==> config.mk <==
export PLATFORM = sky130hd
export DESIGN_NAME = alu_1_exerciser
export DESIGN_NICKNAME = d
export VERILOG_FILES = /design/src/rtl/alu_1_pkg.sv /design/src/rtl/alu_1_exerciser_model.sv /design/src/rtl/alu_1_exerciser.sv
export SDC_FILE = /design/constraint.sdc
export NUM_CORES = 1
export LEC_CHECK = 0
export ABC_AREA = 1
export ABC_CLOCK_PERIOD_IN_PS = 2800
export CAP_MARGIN = 25
export CORE_UTILIZATION = 45
export CTS_BUF_LIST = sky130_fd_sc_hd__clkbuf_2 sky130_fd_sc_hd__clkbuf_4 sky130_fd_sc_hd__clkbuf_8
export DETAILED_ROUTE_END_ITERATION = 10
export PLACE_DENSITY = 0.74
export SYNTH_ARGS = -nofsm -noshare
export SYNTH_HDL_FRONTEND = slang
export SYNTH_HIERARCHICAL = 1
export SYNTH_SLANG_ARGS = --single-unit
==> constraint.sdc <==
create_clock -name clk -period 2.8 [get_ports clk]
set_input_delay 0.42 -clock clk [delete_from_list [all_inputs] [get_ports clk]]
set_output_delay 0.42 -clock clk [all_outputs]
set_load 0.01 [all_outputs]
==> src/rtl/alu_1_pkg.sv <==
// Shared definitions for the alu_1 exerciser: opcodes, vector bit map, FSM states
// and the golden slice function used both on-chip and by benches.
package alu_1_pkg;

  localparam logic [2:0] OP_AND   = 3'b000;
  localparam logic [2:0] OP_OR    = 3'b001;
  localparam logic [2:0] OP_XOR   = 3'b010;
  localparam logic [2:0] OP_NOTA  = 3'b011;
  localparam logic [2:0] OP_ADD   = 3'b100;
  localparam logic [2:0] OP_SUB   = 3'b101;
  localparam logic [2:0] OP_PASSA = 3'b110;
  localparam logic [2:0] OP_PASSB = 3'b111;

  localparam int VEC_A  = 0;
  localparam int VEC_B  = 1;
  localparam int VEC_CN = 2;
  localparam int VEC_S0 = 3;
  localparam int VEC_S1 = 4;
  localparam int VEC_S2 = 5;

  localparam logic [5:0] LAST_VEC = 6'd63;

  typedef enum logic [1:0] {
    StIdle = 2'd0,
    StRun  = 2'd1,
    StDone = 2'd2
  } state_e;

  // Returns {cn_1, y} for a 6-bit slice input vector.
  function automatic logic [1:0] alu_1_golden(input logic [5:0] vec);
    logic       a;
    logic       b;
    logic       cn;
    logic       y;
    logic       c;
    logic [2:0] op;
    a  = vec[VEC_A];
    b  = vec[VEC_B];
    cn = vec[VEC_CN];
    op = {vec[VEC_S2], vec[VEC_S1], vec[VEC_S0]};
    y  = 1'b0;
    c  = 1'b0;
    case (op)
      OP_AND:   y = a & b;
      OP_OR:    y = a | b;
      OP_XOR:   y = a ^ b;
      OP_NOTA:  y = ~a;
      OP_ADD: begin
        y = a ^ b ^ cn;
        c = (a & b) | (a & cn) | (b & cn);
      end
      OP_SUB: begin
        y = a ^ ~b ^ cn;
        c = (a & ~b) | (a & cn) | (~b & cn);
      end
      OP_PASSA: y = a;
      default:  y = b;
    endcase
    return {c, y};
  endfunction

endpackage

==> src/rtl/alu_1_exerciser_model.sv <==
// Combinational golden reference for the alu_1 slice.
module alu_1_model
  import alu_1_pkg::*;
(
  input  logic [5:0] i_vec,
  output logic       o_y,
  output logic       o_cn_1
);

  logic [1:0] w_res;

  assign w_res  = alu_1_golden(i_vec);
  assign o_y    = w_res[0];
  assign o_cn_1 = w_res[1];

endmodule

==> src/rtl/alu_1_exerciser.sv <==
// Sweeps all 64 vectors into an alu_1 slice, compares each response against the
// golden model and reports pass/fail, error count and the first failing vector.
module alu_1_exerciser
  import alu_1_pkg::*;
#(
  parameter int unsigned SETTLE_CYCLES = 2
) (
  input  logic       clk,
  input  logic       rst,
  input  logic       start,
  output logic [5:0] vec_out,
  input  logic       y_in,
  input  logic       cn_1_in,
  output logic       busy,
  output logic       done,
  output logic       pass,
  output logic [6:0] err_count,
  output logic [5:0] first_fail_vec,
  output logic       first_fail_valid
);

  localparam logic [3:0] SETTLE_LAST = 4'(SETTLE_CYCLES - 1);

  state_e     r_state;
  logic [5:0] r_vec;
  logic [3:0] r_cnt;
  logic [6:0] r_err;
  logic [5:0] r_ff_vec;
  logic       r_ff_valid;
  logic       r_pass;

  state_e     w_state_next;
  logic [5:0] w_vec_next;
  logic [3:0] w_cnt_next;
  logic [6:0] w_err_next;
  logic [5:0] w_ff_vec_next;
  logic       w_ff_valid_next;
  logic       w_pass_next;
  logic       w_launch;
  logic       w_golden_y;
  logic       w_golden_cn_1;
  logic       w_mismatch;

  alu_1_model u_model (
    .i_vec  (r_vec),
    .o_y    (w_golden_y),
    .o_cn_1 (w_golden_cn_1)
  );

  assign w_mismatch = ({cn_1_in, y_in} != {w_golden_cn_1, w_golden_y});

  always_ff @(posedge clk or posedge rst) begin
    if (rst) begin
      r_state    <= StIdle;
      r_vec      <= '0;
      r_cnt      <= '0;
      r_err      <= '0;
      r_ff_vec   <= '0;
      r_ff_valid <= 1'b0;
      r_pass     <= 1'b0;
    end else begin
      r_state    <= w_state_next;
      r_vec      <= w_vec_next;
      r_cnt      <= w_cnt_next;
      r_err      <= w_err_next;
      r_ff_vec   <= w_ff_vec_next;
      r_ff_valid <= w_ff_valid_next;
      r_pass     <= w_pass_next;
    end
  end

  always_comb begin
    w_state_next    = r_state;
    w_vec_next      = r_vec;
    w_cnt_next      = r_cnt;
    w_err_next      = r_err;
    w_ff_vec_next   = r_ff_vec;
    w_ff_valid_next = r_ff_valid;
    w_pass_next     = r_pass;
    w_launch        = 1'b0;

    unique case (r_state)
      StIdle: w_launch = start;
      StRun: begin
        if (r_cnt == SETTLE_LAST) begin
          if (w_mismatch) begin
            w_err_next = r_err + 7'd1;
            if (!r_ff_valid) begin
              w_ff_vec_next   = r_vec;
              w_ff_valid_next = 1'b1;
            end
          end
          // Vector 63 is the last sample; no wrap inside a sweep.
          if (r_vec == LAST_VEC) begin
            w_state_next = StDone;
            w_pass_next  = (w_err_next == 7'd0);
          end else begin
            w_vec_next = r_vec + 6'd1;
            w_cnt_next = '0;
          end
        end else begin
          w_cnt_next = r_cnt + 4'd1;
        end
      end
      StDone: w_launch = start;
      default: w_state_next = StIdle;
    endcase

    if (w_launch) begin
      w_state_next    = StRun;
      w_vec_next      = '0;
      w_cnt_next      = '0;
      w_err_next      = '0;
      w_ff_vec_next   = '0;
      w_ff_valid_next = 1'b0;
      w_pass_next     = 1'b0;
    end
  end

  assign vec_out          = r_vec;
  assign busy             = (r_state == StRun);
  assign done             = (r_state == StDone);
  assign pass             = r_pass;
  assign err_count        = r_err;
  assign first_fail_vec   = r_ff_vec;
  assign first_fail_valid = r_ff_valid;

endmodule

==> results of run 1 <==
-- cells in the mapped netlist, drive strengths merged --
cell	number
nor2	14
o22ai	5
o31ai	1
nand2	73
nand3	25
a21oi	3
nand4	4
nand3b	3
ha	7
a31oi	2
dfrtp	27
buf	5
o32ai	1
o21a	1
inv	37
xor2	6
or2	1
o21ai	17
-- worst max-delay path, cell delays in order, from the launching register on --
cell	delay, ns
dfrtp_2	0.45
inv_1	0.10
ha_1	0.30
or2_1	0.23
nand3_1	0.08
nand2_1	0.09
nand3b_4	0.09
nand2_1	0.05
inv_1	0.06
nand2_1	0.05
nand2_1	0.17
nand2_2	0.18
a31oi_1	0.18
buf_4	0.20
nand2_1	0.06
o21ai_1	0.07
-- area by class of cell --
class	count	share of cell area
repair buffers	30	0.136
flip-flops and latches	27	0.314
well taps	48	0.0278
multi-input cells	163	0.434
inverters	37	0.0655
clock buffers	3	0.0191
clock inverters	1	0.00406
-- metrics by stage --
| step | hold slack [ns] | cell area [um2] | setup slack, ns | total power (uW) |
|---|---|---|---|---|
| finish | 0.490 | 2160 | 0.376 | 2180 |
| floorplan | 0.473 | 1790 | 0.438 | 1560 |
| detailed placement | 0.480 | 2100 | 0.247 | 1940 |
| global route | 0.545 | 2160 | 0.0542 | 2400 |
| global placement | 0.477 | 2100 | 0.335 | 1920 |
| CTS | 0.500 | 2150 | 0.212 | 2190 |
-- kinds of logic after synthesis --
group	count (synthesis)
compound gates	30
flops	27
simple gates	120
xor+xnor	6
buf+inv	42
fa+ha+maj	7
-- how the worst max path moves through the flow --
| stage | to | slack (ns) | cells past startpoint |
|---|---|---|---|
| 2_1_floorplan | pass | 0.44 | 18 |
| 3_3_place_gp | first_fail_vec[0] | 0.33 | 15 |
| 3_5_place_dp | first_fail_vec[4] | 0.25 | 15 |
| 4_1_cts | first_fail_vec[0] | 0.21 | 15 |
| 5_1_grt | first_fail_vec[3] | 0.05 | 15 |
| 6_report | first_fail_vec[0] | 0.38 | 15 |
-- sequential cells by signal, summed over array words and instances (netlist names) --
| register | count |
|---|---|
| r_cnt | 4 |
| err_count | 7 |
| r_state | 2 |
| vec_out | 6 |
| pass | 1 |
| first_fail_vec | 6 |
| first_fail_valid | 1 |
-- cells in the final DEF, fill, tap and decap left out --
cell type        Yosys  routed
a21oi_1              2       2
a21oi_2              1       1
a31oi_1              2       2
buf_4                3       3
clkbuf_8             0       3
clkdlybuf4s50_1      0      27
dfrtp_1             27      26
dfrtp_2              0       1
ha_1                 7       7
inv_1               35      35
inv_2                1       1
inv_4                1       1
inv_6                0       1
nand2_1             67      66
nand2_2              5       6
nand2_4              1       1
nand3_1             19      19
nand3_2              6       6
nand3b_1             2       2
nand3b_4             1       1
nand4_1              4       4
nor2_1              11      11
nor2_4               2       2
nor2_8               1       1
o21a_1               1       1
o21ai_0              7       7
o21ai_1              6       6
o21ai_2              3       3
o21ai_4              1       1
o22ai_1              5       5
o31ai_1              1       1
o32ai_1              1       1
or2_1                1       1
xor2_1               6       6
-- layer usage --
metal	vias to the layer above	share of wire	track usage
met1	739	0.47	0.261
met4	0	0.0090	0.0679
li1	802	-	-
met5	-	0	0
met3	5	0.026	0.0226
met2	26	0.49	0.362
-- report_power, final --
| group | switching [uW] | leakage (uW) | internal, uW | total [uW] |
|---|---|---|---|---|
| clock network | 133 | 0.0000261 | 105 | 238 |
| logic | 676 | 0.000646 | 546 | 1220 |
| registers | 188 | 0.000350 | 530 | 717 |
| total | 996 | 0.00102 | 1180 | 2180 |
-- timing repair --
item / 4_1_cts / 5_1_grt
endpoints found under the hold margin: 0 / 0
gates resized for setup: 0 / 2
endpoints found under the setup margin: 0 / 7
==> results.ini, run 1 <==
[global_route]
grt_pass1_wl_um = 6780
grt_max_degree = 28
first_global_vias = 1530
gr-total-overflow = 0
antenna_found_initial = 0
grtUsageTotal = 0.205

[clock_tree]
clk_path_buf_depth = 2
clk_latency_ns = 0.28
hold_buffers = 0
tritoncts = built
htree_num_levels = 1
cts_root_buffer = clkbuf_8
postCtsSetupBuffers = 0
clkTransAtPathRegs_ns = 0.10
numCtsBuffers = 3
cts_num_sinks = 27

[setup_path]
reg2reg_from = vec_out[1]
cp_max_fo = 12
cp.required_ns = 3.01
rr_endpoint = first_fail_vec[0]
crit_type = flip-flop to flip-flop
end_kind = flip-flop
ff2ff_path_depth = 15
worst_setup_path_start_kind = flip-flop
critical_path.startpoint = vec_out[1]
r2r_setup_slack_ns = 0.38
worst-endpoint-arrival_ns = 2.63

[synthesis]
yosysWarnings = 6
yosysTopAreaCell = dfrtp_1
synth_nets = 244
yosys.area_share.simple = 0.334
synth-compound-area-share = 0.108
synth_top_area_share = 0.377
muxShareOfSynthArea = 0
synth_cells = 232
synthXorXnorAreaFrac = 0.0293
syn_area_per_cell_um2 = 7.73
synth_seq_cells = 27
synth_fa_ha_area_frac = 0.0488
synth.distinct_cells = 32
synth_seq_area_share = 0.377
syn_area_um2 = 1790
ys_top_cells_by_area = dfrtp_1, nand2_1, inv_1
synth_top_family_by_area = simple AND/OR/NAND/NOR gates

[sta]
setup_tns_ns = 0
fmax_mhz = 413
skew_ns = 0.00794
hold_viol = 0
post-route-period-util = 0.866
rsz0062_at_grt = false
period_minus_slack_ns = 2.42
slew_headroom = 0.588
final_max_slew_viol_count = 0
finalSetupViolations = 0
worstMarginPinSlew_ns = 0.617

[outcome]
status = complete, no violations

[drt]
detail_route.wl_per_cell_um = 12.2
post_drt_via_cell_ratio = 5.09
drtPass1Iterations = 4
drc = 0
postRouteAntennaNets = 0
drtIter0Drc = 118
num_vias = 1572
routed_wl_um = 3780

[cells_and_area]
nets = 274
fillCellCount = 382
regArea_um2 = 677
drive_gt1_frac = 0.123
multiInputGateArea_um2 = 936
syn2layout_area_growth_pct = 20.3
antennaDiodeCount = 0
finalCoreUtilization = 0.576
layoutNonFillerInstCount = 309

[worst_hold_path]
holdCritPathClass = primary input to async pin

[floorplan]
design.die.area_um2 = 4240
ios = 28
die_w_um = 65.1
initial_core_util = 0.479
die_y_um = 65.1
num_rows = 22
core_um2 = 3740

[power_and_ir_drop]
irDropWorstVdd_uv = 468
power_density_nw_per_um2 = 1010
p_leak_uw = 0.00102

[placed_design]
dpl.hpwl_um = 2740
io_buffer_count = 27
gp_congestion = 0.831
dp.cells = 305

[run]
max_cap_violations = 0

No activity file was read; power rests on OpenSTA's default activity.
==> run 2, diff against run 1 <==
- CAP_MARGIN: 25 -> not set
- CORE_ASPECT_RATIO: not set -> 1.4
==> run 2 against run 1 <==
Combinational power hardly changed; register-to-register slack is essentially flat; global-route usage shrank 1.5 points; clock-buffer cell count grew 1; total power grew 0.25%.
==> results.ini, run 2 (same netlist as run 1, synthesis figures left out) <==
[outcome]
status = complete, no violations

[sta]
worstMarginPinSlew_ns = 0.613  ; -0.00390 ns
period_minus_slack_ns = 2.43  ; +0.00276 ns
slew_headroom = 0.591  ; +0.00260
post-route-period-util = 0.867  ; +0.000987
skew_ns = 0.00237  ; -0.00558 ns
setup_ws_ns = 0.374  ; -0.00276 ns
final_max_slew_viol_count = 0  ; unchanged
hold_viol = 0  ; unchanged
fmax_mhz = 412  ; -0.11%
rsz0062_at_grt = false
finalSetupViolations = 0  ; unchanged
setup_tns_ns = 0  ; unchanged

[clock_tree]
clk_latency_ns = 0.27  ; about the same
tritoncts = built
cts_root_buffer = clkbuf_8
postCtsSetupBuffers = 0  ; unchanged
cts_resized = 0  ; unchanged
numCtsBuffers = 3  ; unchanged
cts_num_sinks = 27  ; unchanged
clkTransAtPathRegs_ns = 0.09  ; about the same
clk_path_buf_depth = 2  ; unchanged
htree_num_levels = 1  ; unchanged
hold_buffers = 0  ; unchanged

[cells_and_area]
nets = 276  ; +0.73%
largest_reg_flops = 7  ; unchanged
antennaDiodeCount = 0  ; unchanged
drive_gt1_frac = 0.122  ; -0.000932
final_area_um2 = 2160  ; +0.12%
syn2layout_area_growth_pct = 20.4
mostFrequentLayoutCells = nand2_1, inv_1, dfrtp_1, clkdlybuf4s50_1, nand3_1
layout_commonest_cell = nand2_1

[drt]
drtPass1Iterations = 4  ; unchanged
postRouteAntennaNets = 0  ; unchanged
detail_route.wl_per_cell_um = 12.2  ; +0.21%
num_vias = 1543  ; -1.8%
routed_wl_um = 3730  ; -1.1%
drtIter0Drc = 36  ; -69%
post_drt_via_cell_ratio = 5.06  ; -0.56%
drc = 0  ; unchanged

[setup_path]
worst_setup_path_start_kind = flip-flop
cp.required_ns = 3.00  ; about the same
r2r_setup_slack_ns = 0.37  ; about the same
end_kind = flip-flop
critical_path.startpoint = vec_out[1]
cp_max_fo = 11  ; -1
rr_endpoint = first_fail_vec[1]
crit_type = flip-flop to flip-flop
reg2reg_from = vec_out[1]
ff2ff_path_depth = 15  ; unchanged
worst-endpoint-arrival_ns = 2.63  ; about the same

[global_route]
grt_max_degree = 28  ; unchanged
first_global_vias = 1481  ; -3.2%
gr-total-overflow = 0  ; unchanged
antenna_found_initial = 0  ; unchanged
grt_pass1_wl_um = 6680  ; -1.5%
grtUsageTotal = 0.191  ; -0.0145

[placed_design]
dpl.hpwl_um = 2810  ; +2.8%
gp_congestion = 0.836  ; +0.65%
dp_slack_ns = 0.399  ; +0.152 ns
place_area_um2 = 2110  ; +0.36%
io_buffer_count = 27  ; unchanged

[floorplan]
core_um2 = 3740  ; about the same
design.die.area_um2 = 4240  ; about the same
die_w_um = 55.3  ; -15%
die_y_um = 76.7  ; +18%
initial_core_util = 0.479  ; about the same
num_rows = 26  ; +18%
ios = 28  ; unchanged

[power_and_ir_drop]
finalPower_uw = 2180  ; +0.25%
p_leak_uw = 0.00103  ; +1.0%
power_density_nw_per_um2 = 1010  ; +0.14%
irDropWorstVdd_uv = 604  ; +29%

[worst_hold_path]
holdCritPathClass = primary input to async pin

[run]
max_cap_violations = 0  ; unchanged

==> run 2: cell types whose count changed in the layout (fill, tap and decap cells not counted) <==
cell      previous run  this run
buf_4                3         5
clkbuf_4             0         1
dfrtp_1             26        27
dfrtp_2              1         0
inv_6                1         0
nand2_1             66        67
nand2_2              6         5
==> run 2: layout make-up <==
type,count,area [um2]
Fill cell,350,1580
Multi-Input combinational cell,163,933
Sequential cell,27,676
Timing Repair Buffer,32,308
Inverter,37,141
Tap cell,42,52.6
Clock buffer,4,48.8
==> run 2: worst max-delay path by stage <==
stage | slack, ns | cells past startpoint | end
floorplan | 0.44 | 18 | pass
global placement | 0.50 | 16 | first_fail_vec[2]
detailed placement | 0.40 | 15 | first_fail_vec[2]
CTS | 0.39 | 15 | first_fail_vec[2]
global route | 0.08 | 18 | pass
finish | 0.37 | 15 | first_fail_vec[1]
==> run 2: per-stage QoR <==
| step | hold WS, ns | std cells | utilization |
|---|---|---|---|
| 2_1_floorplan | 0.473 | 232 | - |
| 3_3_place_gp | 0.481 | 301 | 0.564 |
| 3_5_place_dp | 0.489 | 301 | 0.564 |
| 4_1_cts | 0.511 | 305 | 0.577 |
| 5_1_grt | 0.535 | 305 | 0.577 |
| 6_report | 0.502 | 305 | 0.577 |
==> run 2: report_power, final <==
group / total, uW / internal [uW] / switching (uW)
Sequential: 695 / 529 / 166
Clock: 233 / 112 / 122
Combinational: 1250 / 558 / 696
Total: 2180 / 1200 / 984
==> run 2: layer usage <==
metal,GRT usage,vias up,part of all wire
met4,0.0575,0,0.0094
met5,0,-,0
li1,-,799,-
met2,0.337,21,0.52
met1,0.243,719,0.45
met3,0.0185,4,0.019
==> run 2: critical path, stage by stage, from the launching register on <==
cell	delay [ns]
dfrtp_1	0.39
inv_1	0.11
ha_1	0.27
or2_1	0.23
nand3_1	0.07
nand2_1	0.08
nand3b_4	0.09
nand2_1	0.05
inv_1	0.06
nand2_1	0.05
nand2_1	0.15
nand2_1	0.25
a31oi_1	0.25
buf_4	0.18
nand2_1	0.05
o21ai_1	0.07
==> run 3, diff against run 2 <==
- CORE_ASPECT_RATIO: 1.4 -> 0.6
- HOLD_SLACK_MARGIN: not set -> 0.08
==> run 3 against run 2 <==
Clock-buffer cell count fell by 1; setup slack got worse by 0.070 ns; via count rose by 1.9%; highest routed layer unchanged; critical endpoint is now pass; critical path type unchanged; largest cell class unchanged; register-to-register slack got worse by 0.07 ns; final cell count rose by 1.3%; combinational power barely moved; clock skew fell by 0.00082 ns.
==> results.ini, run 3 (same netlist as run 1, synthesis figures left out) <==
[outcome]
status = complete, no violations

[global_route]
grt_pass1_wl_um = 6610  ; -1.0%
gr-total-overflow = 0  ; unchanged
antenna_found_initial = 0  ; unchanged
grt_max_degree = 28  ; unchanged
grtUsageTotal = 0.199  ; +0.00795
first_global_vias = 1361  ; -8.1%

[floorplan]
num_rows = 17  ; -35%
design.die.area_um2 = 4250  ; +0.12%
die_w_um = 83.5  ; +51%
die_y_um = 50.9  ; -34%
ios = 28  ; unchanged
initial_core_util = 0.479  ; about the same
core_um2 = 3740  ; about the same

[cells_and_area]
drive_gt1_frac = 0.118  ; -0.00335
antennaDiodeCount = 0  ; unchanged
largest_reg_flops = 7  ; unchanged
syn2layout_area_growth_pct = 20.4  ; about the same
final_area_um2 = 2160  ; about the same
nets = 275  ; -0.36%
layoutNonFillerInstCount = 309  ; +1.3%
mostFrequentLayoutCells = nand2_1, inv_1, dfrtp_1, clkdlybuf4s50_1, nand3_1
layout_commonest_cell = nand2_1

[setup_path]
worst-endpoint-arrival_ns = 2.72  ; +0.09 ns
end_kind = flip-flop
crit_type = flip-flop to flip-flop
cp_max_fo = 11  ; unchanged
r2r_setup_slack_ns = 0.30  ; -0.07 ns
reg2reg_from = vec_out[1]
critical_path.startpoint = vec_out[1]
worst_setup_path_start_kind = flip-flop
crit_chain = inv_1 > ha_1 > or2_1 > nand3_1 > nand2_1 > nand3b_4 > nand2_1 > inv_1 > nand2_1 > nand2_1 > nand2_1 > nand2_1 > nand2_1 > inv_1 > nand2_1 > nor2_1 > nand2_1 > nand2_1
crit_slowest_cell = dfrtp_1
cp.required_ns = 3.02  ; +0.02 ns
worst-path-buf-inv = 3  ; unchanged
cp_top_family = simple AND/OR/NAND/NOR gates
slowest_delay_ns = 0.38  ; about the same
crit_top_cell = nand2_1

[sta]
post-route-period-util = 0.892  ; +0.0251
rsz0062_at_grt = false
final_max_slew_viol_count = 0  ; unchanged
worstMarginPinSlew_ns = 0.609  ; -0.00431 ns
slew_headroom = 0.594  ; +0.00288
finalSetupViolations = 0  ; unchanged
fmax_mhz = 401  ; -2.8%
period_minus_slack_ns = 2.50  ; +0.0702 ns
setup_tns_ns = 0  ; unchanged
hold_viol = 0  ; unchanged
skew_ns = 0.00154  ; -0.000821 ns

[clock_tree]
clkTransAtPathRegs_ns = 0.10  ; about the same
postCtsSetupBuffers = 0  ; unchanged
numCtsBuffers = 3  ; unchanged
hold_buffers = 0  ; unchanged
clk_latency_ns = 0.28  ; about the same
clk_path_buf_depth = 2  ; unchanged
cts_num_sinks = 27  ; unchanged
cts_root_buffer = clkbuf_8
htree_num_levels = 1  ; unchanged
tritoncts = built
cts_resized = 0  ; unchanged

[power_and_ir_drop]
irDropWorstVdd_uv = 459  ; -24%
p_leak_uw = 0.00102  ; -0.85%
power_density_nw_per_um2 = 1020  ; +0.68%

[drt]
drtIter0Drc = 171  ; +380%
postRouteAntennaNets = 0  ; unchanged
routed_wl_um = 3860  ; +3.2%
num_vias = 1573  ; +1.9%
drtPass1Iterations = 4  ; unchanged
post_drt_via_cell_ratio = 5.09  ; +0.62%
drc = 0  ; unchanged
detail_route.wl_per_cell_um = 12.5  ; +1.9%

[run]
max_cap_violations = 0  ; unchanged

[placed_design]
io_buffer_count = 27  ; unchanged
dp.cells = 305  ; +1.3%
gp_congestion = 0.876  ; +4.7%
place_area_um2 = 2110  ; about the same
dpl.hpwl_um = 2820  ; +0.34%

[worst_hold_path]
holdCritPathClass = primary input to async pin

==> run 3: metal layers <==
metal	GRT usage	wire, um	vias to the layer above
met5	0	0	-
met4	0.0339	14	0
met3	0.0452	296	2
met2	0.279	1520	65
met1	0.312	2020	701
li1	-	-	805
==> run 3: area by class of cell <==
cell class,instances,area (um2)
fill,335,1590
multi-input combinational,163,933
sequential,27,676
timing repair buffer,31,300
inverter,37,141
tap,47,58.8
clock buffer,3,41.3
clock inverter,1,7.51
==> run 3: worst paths after layout <==
path	endpoint	cells past startpoint
max	pass	18
min	r_cnt[1]	3
max reg2reg	pass	18
min reg2reg	first_fail_vec[1]	2
max in group asynchronous	err_count[3]	3
min in group clk	first_fail_vec[1]	2
==> run 3: power by group <==
group | switching [uW] | internal (uW) | total (uW)
sequential | 174 | 528 | 702
clock | 134 | 101 | 236
combinational | 703 | 556 | 1260
total | 1010 | 1190 | 2200
==> run 3: metrics by stage <==
| step | setup slack, ns | util | hold slack, ns | power (uW) |
|---|---|---|---|---|
| 3_5_place_dp | 0.369 | 0.564 | 0.487 | 1960 |
| 2_1_floorplan | 0.438 | - | 0.473 | 1560 |
| 6_report | 0.303 | 0.577 | 0.501 | 2200 |
| 5_1_grt | 0.0427 | 0.577 | 0.537 | 2380 |
| 4_1_cts | 0.339 | 0.577 | 0.511 | 2200 |
| 3_3_place_gp | 0.480 | 0.564 | 0.478 | 1930 |
==> run 3: worst reg2reg max path: stages (launching register included) <==
cell and delay (ns):
dfrtp_1 0.38, inv_1 0.10, ha_1 0.27, or2_1 0.24, nand3_1 0.08, nand2_1 0.09, nand3b_4 0.09, nand2_1 0.05
inv_1 0.06, nand2_1 0.05, nand2_1 0.16, nand2_1 0.26, nand2_1 0.15, nand2_1 0.06, inv_1 0.07, nand2_1 0.05
nor2_1 0.15, nand2_1 0.09, nand2_1 0.06
